==> src/rtl/orion_pkg.sv <==
// Shared definitions for the sequence generator: FSM encoding, store geometry
// and the LFSR step used to produce candidate digits.
package orion_pkg;

    typedef enum logic [1:0] {
        ST_IDLE = 2'd0,
        ST_GEN  = 2'd1,
        ST_DONE = 2'd2
    } state_t;

    localparam int         SEQ_DEPTH = 32;
    localparam int         ADDR_W    = $clog2(SEQ_DEPTH);
    localparam logic [3:0] DIGIT_MAX = 4'd9;

    // x^8+x^6+x^5+x^4+1 as Fibonacci taps on bits 7,5,4,3
    localparam logic [7:0] LFSR_TAPS = 8'hB8;

    function automatic logic [7:0] lfsr_next(input logic [7:0] l);
        return {l[6:0], ^(l & LFSR_TAPS)};
    endfunction

endpackage

==> src/rtl/digit_ram.sv <==
// 32x4 digit store: one synchronous write port, one registered read port.
// The array itself is never reset; only the read register is.
module digit_ram
    import orion_pkg::*;
(
    input  logic              clk,
    input  logic              rst,
    input  logic              i_we,
    input  logic [ADDR_W-1:0] i_wr_addr,
    input  logic [3:0]        i_wr_data,
    input  logic [ADDR_W-1:0] i_rd_addr,
    output logic [3:0]        o_rd_data
);

    logic [3:0] r_mem [SEQ_DEPTH];

    always_ff @(posedge clk) begin
        if (i_we) begin
            r_mem[i_wr_addr] <= i_wr_data;
        end
    end

    // Same-cycle read of the address being written returns the old contents.
    always_ff @(posedge clk or negedge rst) begin
        if (!rst) begin
            o_rd_data <= 4'd0;
        end else begin
            o_rd_data <= r_mem[i_rd_addr];
        end
    end

endmodule

==> src/rtl/sequence_generator.sv <==
// Fills the digit store with LFSR-derived decimal digits on a start pulse.
//   state   | meaning
//   IDLE    | waiting for GoGen; SeqLen latched on acceptance
//   GEN     | writing accepted digits (0-9) at consecutive addresses
//   DONE    | one-cycle FinGen pulse, then back to IDLE
module sequence_generator
    import orion_pkg::*;
#(
    parameter logic [7:0] LFSR_SEED = 8'h01
) (
    input  logic        clk,
    input  logic        rst,
    input  logic        GoGen,
    input  logic [1:0]  Diff,
    input  logic [4:0]  SeqAddr,
    output logic [3:0]  RAMOutput,
    output logic        FinGen,
    output logic        Busy,
    output logic [5:0]  SeqLen
);

    state_t            r_state;
    logic [7:0]        r_lfsr;
    logic [ADDR_W-1:0] r_wr_addr;

    logic [3:0]        w_cand;
    logic              w_accept;
    logic              w_wr_en;
    logic              w_last;
    logic [2:0]        w_diff_p1;
    logic [5:0]        w_len;

    assign w_cand    = r_lfsr[3:0];
    assign w_accept  = (w_cand <= DIGIT_MAX);
    assign w_wr_en   = (r_state == ST_GEN) && w_accept;
    assign w_last    = ({1'b0, r_wr_addr} == (SeqLen - 6'd1));
    assign w_diff_p1 = {1'b0, Diff} + 3'd1;
    assign w_len     = {w_diff_p1, 3'b000};

    // The LFSR free-runs in every state so the sequence depends on start timing.
    always_ff @(posedge clk or negedge rst) begin
        if (!rst) begin
            r_state   <= ST_IDLE;
            r_lfsr    <= LFSR_SEED;
            r_wr_addr <= '0;
            SeqLen    <= 6'd8;
            FinGen    <= 1'b0;
            Busy      <= 1'b0;
        end else begin
            r_lfsr <= lfsr_next(r_lfsr);
            FinGen <= 1'b0;
            case (r_state)
                ST_IDLE: begin
                    if (GoGen) begin
                        SeqLen    <= w_len;
                        r_wr_addr <= '0;
                        Busy      <= 1'b1;
                        r_state   <= ST_GEN;
                    end
                end
                ST_GEN: begin
                    if (w_accept) begin
                        r_wr_addr <= r_wr_addr + 5'd1;
                        if (w_last) begin
                            Busy    <= 1'b0;
                            FinGen  <= 1'b1;
                            r_state <= ST_DONE;
                        end
                    end
                end
                ST_DONE: begin
                    r_state <= ST_IDLE;
                end
                default: begin
                    r_state <= ST_IDLE;
                end
            endcase
        end
    end

    digit_ram u_digit_ram (
        .clk       (clk),
        .rst       (rst),
        .i_we      (w_wr_en),
        .i_wr_addr (r_wr_addr),
        .i_wr_data (w_cand),
        .i_rd_addr (SeqAddr),
        .o_rd_data (RAMOutput)
    );

endmodule
==> config.mk <==
export PLATFORM = sky130hd
export DESIGN_NAME = sequence_generator
export DESIGN_NICKNAME = d
export VERILOG_FILES = /design/src/rtl/orion_pkg.sv /design/src/rtl/digit_ram.sv /design/src/rtl/sequence_generator.sv
export SDC_FILE = /design/constraint.sdc
export NUM_CORES = 1
export LEC_CHECK = 0
export ABC_AREA = 1
export CORE_ASPECT_RATIO = 1.25
export CORE_MARGIN = 2
export CORE_UTILIZATION = 25
export CTS_CLUSTER_DIAMETER = 150
export CTS_CLUSTER_SIZE = 16
export DETAILED_ROUTE_END_ITERATION = 10
export GPL_ROUTABILITY_DRIVEN = 0
export PLACE_DENSITY = 0.42
export SETUP_SLACK_MARGIN = 0.15
export SYNTH_ARGS = -nofsm -noshare
export SYNTH_HDL_FRONTEND = slang
export SYNTH_SLANG_ARGS = --single-unit
export TNS_END_PERCENT = 5
==> constraint.sdc <==
create_clock -name clk -period 2.2 [get_ports clk]
set_input_delay 0.44 -clock clk [delete_from_list [all_inputs] [get_ports clk]]
set_output_delay 0.44 -clock clk [all_outputs]
set_load 0.02 [all_outputs]
# Word-level counts from Yosys, hierarchy flattened
# Memories as Yosys holds them, arrays and structs flattened. A register that Yosys moved wholly into a read port is not among the register bits.
# Index checks and enable logic that the tools add are counted.
classes:
  addsub: 3
  order_cmp: 1
  eq_ne: 5
  n_mux: 16
  n_reduce_logical: 9
op_table:
  columns: ["op", "n"]
  rows:
  - ["two-way mux 5 bit", 2]
  - ["one-hot mux 5 bit (2 select lines)", 1]
  - ["two-way mux 1 bit", 8]
  - ["parity 8 bit", 1]
  - ["== test 5 x 6 -> 1 bit", 1]
  - ["two-way mux 2 bit", 3]
  - ["!= test 2 bit (second input constant)", 3]
  - ["AND reduction 3 bit", 2]
  - ["subtractor 6 x 1 -> 6 bit (second input constant)", 1]
  - ["adder 5 x 1 -> 5 bit (second input constant)", 1]
  - ["less-or-equal comparator 4 bit (second input constant)", 1]
  - ["one-hot mux 2 bit (2 select lines)", 1]
  - ["AND reduction 4 bit", 1]
  - ["adder 2 x 1 -> 3 bit (second input constant)", 1]
  - ["== test 2 x 1 -> 1 bit (second input constant)", 1]
  - ["logical NOT 2 bit", 1]
  - ["one-hot mux 1 bit (2 select lines)", 1]
  - ["AND reduction 2 bit", 1]
  - ["nonzero test 2 bit", 1]
  - ["logical AND 1 bit", 1]
  - ["logical NOT 1 bit", 1]
word_totals:
  ff_bits: 20
  ramBits: 128
  in_bits: 10
  out_inout_bits: 12
  word_cells: 41
  memories: 1
memory_table:
  columns: ["name", "depth", "width", "read_ports", "rd_ports_with_merged_regs", "wr", "line_no", "text"]
  rows:
  - ["u_digit_ram.r_mem", 32, 4, 1, 1, 1, "digit_ram.sv:15", "logic [3:0] r_mem [SEQ_DEPTH];"]

# Logic depth before layout (Yosys ltp)
depth:
  depth_word: 5
  depth_mapped: 10
  depth_no_buf: 9

# Cells and area by module
# From an unflattened synthesis, not the netlist that was laid out.
hier_totals:
  hier_cells: 579
  area_unflattened_um2: 6422.4
by_module_without_submodules:
  columns: ["mod", "n_inst", "cells_each", "area_per_inst_um2", "seq_area_each_um2"]
  rows:
  - ["digit_ram", 1, 486, 5516.5, 3943.8]
  - ["sequence_generator", 1, 93, 905.9, 503.0]

# Worst setup path before layout
# No wires, ideal clock.
synth_timing:
  kind: "register -> register"
  from: "register r_lfsr[1]"
  to: "memory u_digit_ram.r_mem[11][0], enable pin"
  arrival_ns: 1.456
  required_time_ns: 1.871
  path_slack_ns: 0.415
  path_stages_with_launch: 6
  n_path_buf: 0
  synth_period_minus_slack_ns: 1.785
  path_cell_list: "dfrtp_1 > o21ai_1 > nand2_1 > inv_2 > nand2_1 > nor2_1"
synth_between:
  elab_chain_len: 4
synth_lines:
  columns: ["item", "line_no", "text"]
  rows:
  - ["from (decl)", "sequence_generator.sv:23", "logic [7:0] r_lfsr;"]
  - ["from (signal assigned)", "sequence_generator.sv:50", "r_lfsr <= lfsr_next(r_lfsr);"]
  - ["less-or-equal comparator 4 bit", "sequence_generator.sv:34", "assign w_accept = (w_cand <= DIGIT_MAX);"]
  - ["logical AND 1 bit", "sequence_generator.sv:35", "assign w_wr_en = (r_state == ST_GEN) && w_accept;"]
  - ["two-way mux 1 bit", "digit_ram.sv:18", "if (i_we) begin"]
  - ["two-way mux 1 bit (implied by the code)", "digit_ram.sv:19", "r_mem[i_wr_addr] <= i_wr_data;"]
  - ["to (decl)", "digit_ram.sv:15", null]
# No other way between the ends.

# Final worst setup path
layout_timing:
  from: "register r_lfsr[1]"
  to: "memory u_digit_ram.r_mem[18][1], enable pin"
# Same word-level chain as after synthesis.

==> impl_results.md <==
* Most used DFF post-synth: edfxtp_1
* Number of port buffers at 18
* Clock Path Buffers at 2
* Core area at around 25000 um2
* Post-synthesis async set-or-reset flop share at between 10% and 20%
* Critical-path top delay cell: nor2_1
* Sequential share of the synthesized area at between 60% and 70%
* Multi-input logic area at between 1500 and 2000 um2
* Mapped Cells at 573
* Total CTS buffers at 17
* Worst EP required at about 2.3 ns
* Drt first pass iters at 4
* Layout Skew at roughly 0.0094 ns
* Die H at approximately 180 um
* Remaining antenna violation count at 0
* Register Area at around 4400 um2
* Number of vias per cell at roughly 4.3
* Hold slack at approximately 0.36 ns
* Yosys reg bits at around 150
* Total GRT Usage at a little under an eighth
* Number of DRC markers in iteration 0 at 266
* Share of cells above drive strength 1 at just over 10%
* Crit-path max FO at 8
* Clock-pin transition on the worst setup and hold timing paths at 0.06 ns
* Via Count at 4058
* EDFF count, synth at between 100 and 150
* Syn. warnings at 0
* Synthesized area at around 6400 um2
* Most frequent CP cell: nand2_1
* CP Capture Type: flip-flop
* Initial antenna violation count at 0
* First-pass GRT wire length at between 20000 and 25000 um
* Cell variety after synth at 23
* Fmax at 497 MHz
* Vias in the first global route at roughly 4200
* Worst Hold Class: reg2reg
* Rel. slew slack at between 50 and 60%
* # diodes at 0
* Crit Path Category: reg2reg
* CTS tree: built
* Worst path max stage delay at 0.43 ns
* Ports at 22
* Fillers at ~2500
* Starting Density at between 20% and 30%
* DR DRC count at 0
* Fin. max-slew vios at 0
* Die area at about 27000 um2
* Die X at 147 um
* Skew-Pair Late Insertion Delay at approximately 0.42 ns
* P&R area growth vs syn at 17.5%
* VDD IR-drop max at about 540 uV
* Final nets at roughly 610
* Avg WL per Cell at approximately 16 um
* Pwr dens at a little over 1000 nW/um2
* Commonest non-fill, non-tap cells in the layout: nand2_1, edfxtp_1, nand3_1
* Num Clock Sinks at 152
* H-tree depth at 4
* Hold Fails Final Rpt at 0
* Max-cap violations at 0
* Detailed Route WL at roughly 15000 um
* Status: finished, final reports clean
* CTS Root Cell: clkbuf_16
* Pin count of the biggest net entering global routing at 57
* Cells along the critical path: o21ai_1, nand2_1, inv_2, nand2_1, nor2_1
* Measured slew at the worst slew-check pin at 0.622 ns
* Fin crit share at about nine tenths
* Worst setup SP type: flip-flop
* Syn avg cell area at 11.1 um2
* Leakage power at 2.84 nW
* Final HPWL DP at 9690 um
* Std-Cell Rows at between 60 and 70
* Final setup viols at 0
* Total gr overflow at 0
* Minimum clock period after layout at 2.01 ns
* Setup Total Neg Slack at 0 ns
* Commonest non-fill, non-tap cell in the layout: nand2_1
* RSZ-0062 raised after global routing: yes
* Postcts setup bufs at 0
* Critical path arrival at roughly 2.1 ns
per-layer routing:
layer | part of all wire (%) | vias to the layer above | global-route usage (%)
met1 | 43 | 1982 | 13.6
met3 | 3.4 | 19 | 2.75
met2 | 52 | 70 | 20.6
li1 | - | 1987 | -
met4 | 2.0 | 0 | 4.47
met5 | 0 | - | 0
cells by family after synthesis:
group,synth area share [%]
other cells,0.0589
buf+inv,4.60
fa+ha+maj,1.18
xor+xnor,0.413
flops,69.8
simple gates,23.0
compound gates,0.904
cell type report:
class                           instances  area share [%]
Sequential cell                       152            59.4
Multi-Input combinational cell        376            22.3
Clock buffer                           17            5.68
Tap cell                              335            5.60
Timing Repair Buffer                   29            3.81
Clock inverter                         15            2.21
Inverter                               19           0.953
where the power goes:
group          total, mW  internal [mW]  leakage (nW)  switching, mW
registers           3.59           3.45          1.39          0.140
logic               1.27          0.362          1.16          0.906
clock network       2.89           1.69         0.283           1.20
worst paths after layout:
path                                       endpoint  slack, ns      start  cells past startpoint
max                        u_digit_ram.r_mem[18][1]       0.19  r_lfsr[1]                      5
min                                       r_lfsr[7]       0.36  r_lfsr[6]                      0
max reg2reg                u_digit_ram.r_mem[18][1]       0.19  r_lfsr[1]                      5
min reg2reg                               r_lfsr[7]       0.36  r_lfsr[6]                      0
max in group asynchronous                 SeqLen[3]       1.51        rst                      2
min in group asynchronous                 r_lfsr[4]       0.39        rst                      2
critical path: cells and delay by family, from the launching register on:
family	cells	cell delay, ns
simple gates	3	0.93
flops	1	0.38
compound gates	1	0.22
buf+inv	1	0.14
sequential cells by signal (all words and copies together) (netlist names):
name                   cells
Busy                       1
FinGen                     1
SeqLen                     3
r_lfsr                     8
r_state                    2
r_wr_addr                  5
u_digit_ram.o_rd_data      4
u_digit_ram.r_mem        128
timing repair:
| item | CTS | global route |
|---|---|---|
| hold buffers | 0 | 0 |
| setup endpoints to repair | 0 | 129 |
| endpoints found under the hold margin | 0 | 0 |
| resized for setup | 0 | 15 |
through the flow:
step	power [mW]	cells	utilization, %	setup WS [ns]	area [um2]
3_5_place_dp	4.89	911	27.3	0.152	6860
2_1_floorplan	4.44	575	-	0.415	6370
5_1_grt	8.16	943	29.8	-0.0249	7480
4_1_cts	7.81	943	29.6	0.154	7450
3_3_place_gp	4.90	911	27.3	0.175	6860
6_report	7.75	943	29.8	0.188	7480
synth_stat cells (2+ instances only):
cell / instances / area share [%]
a21oi_1: 2 / 0.16
buf_2: 10 / 0.79
buf_4: 8 / 0.94
buf_6: 8 / 1.4
dfrtp_1: 22 / 8.6
dfstp_2: 2 / 0.83
edfxtp_1: 128 / 60
ha_1: 6 / 1.2
inv_1: 16 / 0.94
inv_2: 3 / 0.18
nand2_1: 203 / 12
nand3_1: 106 / 8.3
nor2_1: 40 / 2.4
nor3_1: 3 / 0.24
o21ai_0: 7 / 0.55
xnor2_1: 2 / 0.28
(Power assumes the default switching activity.)
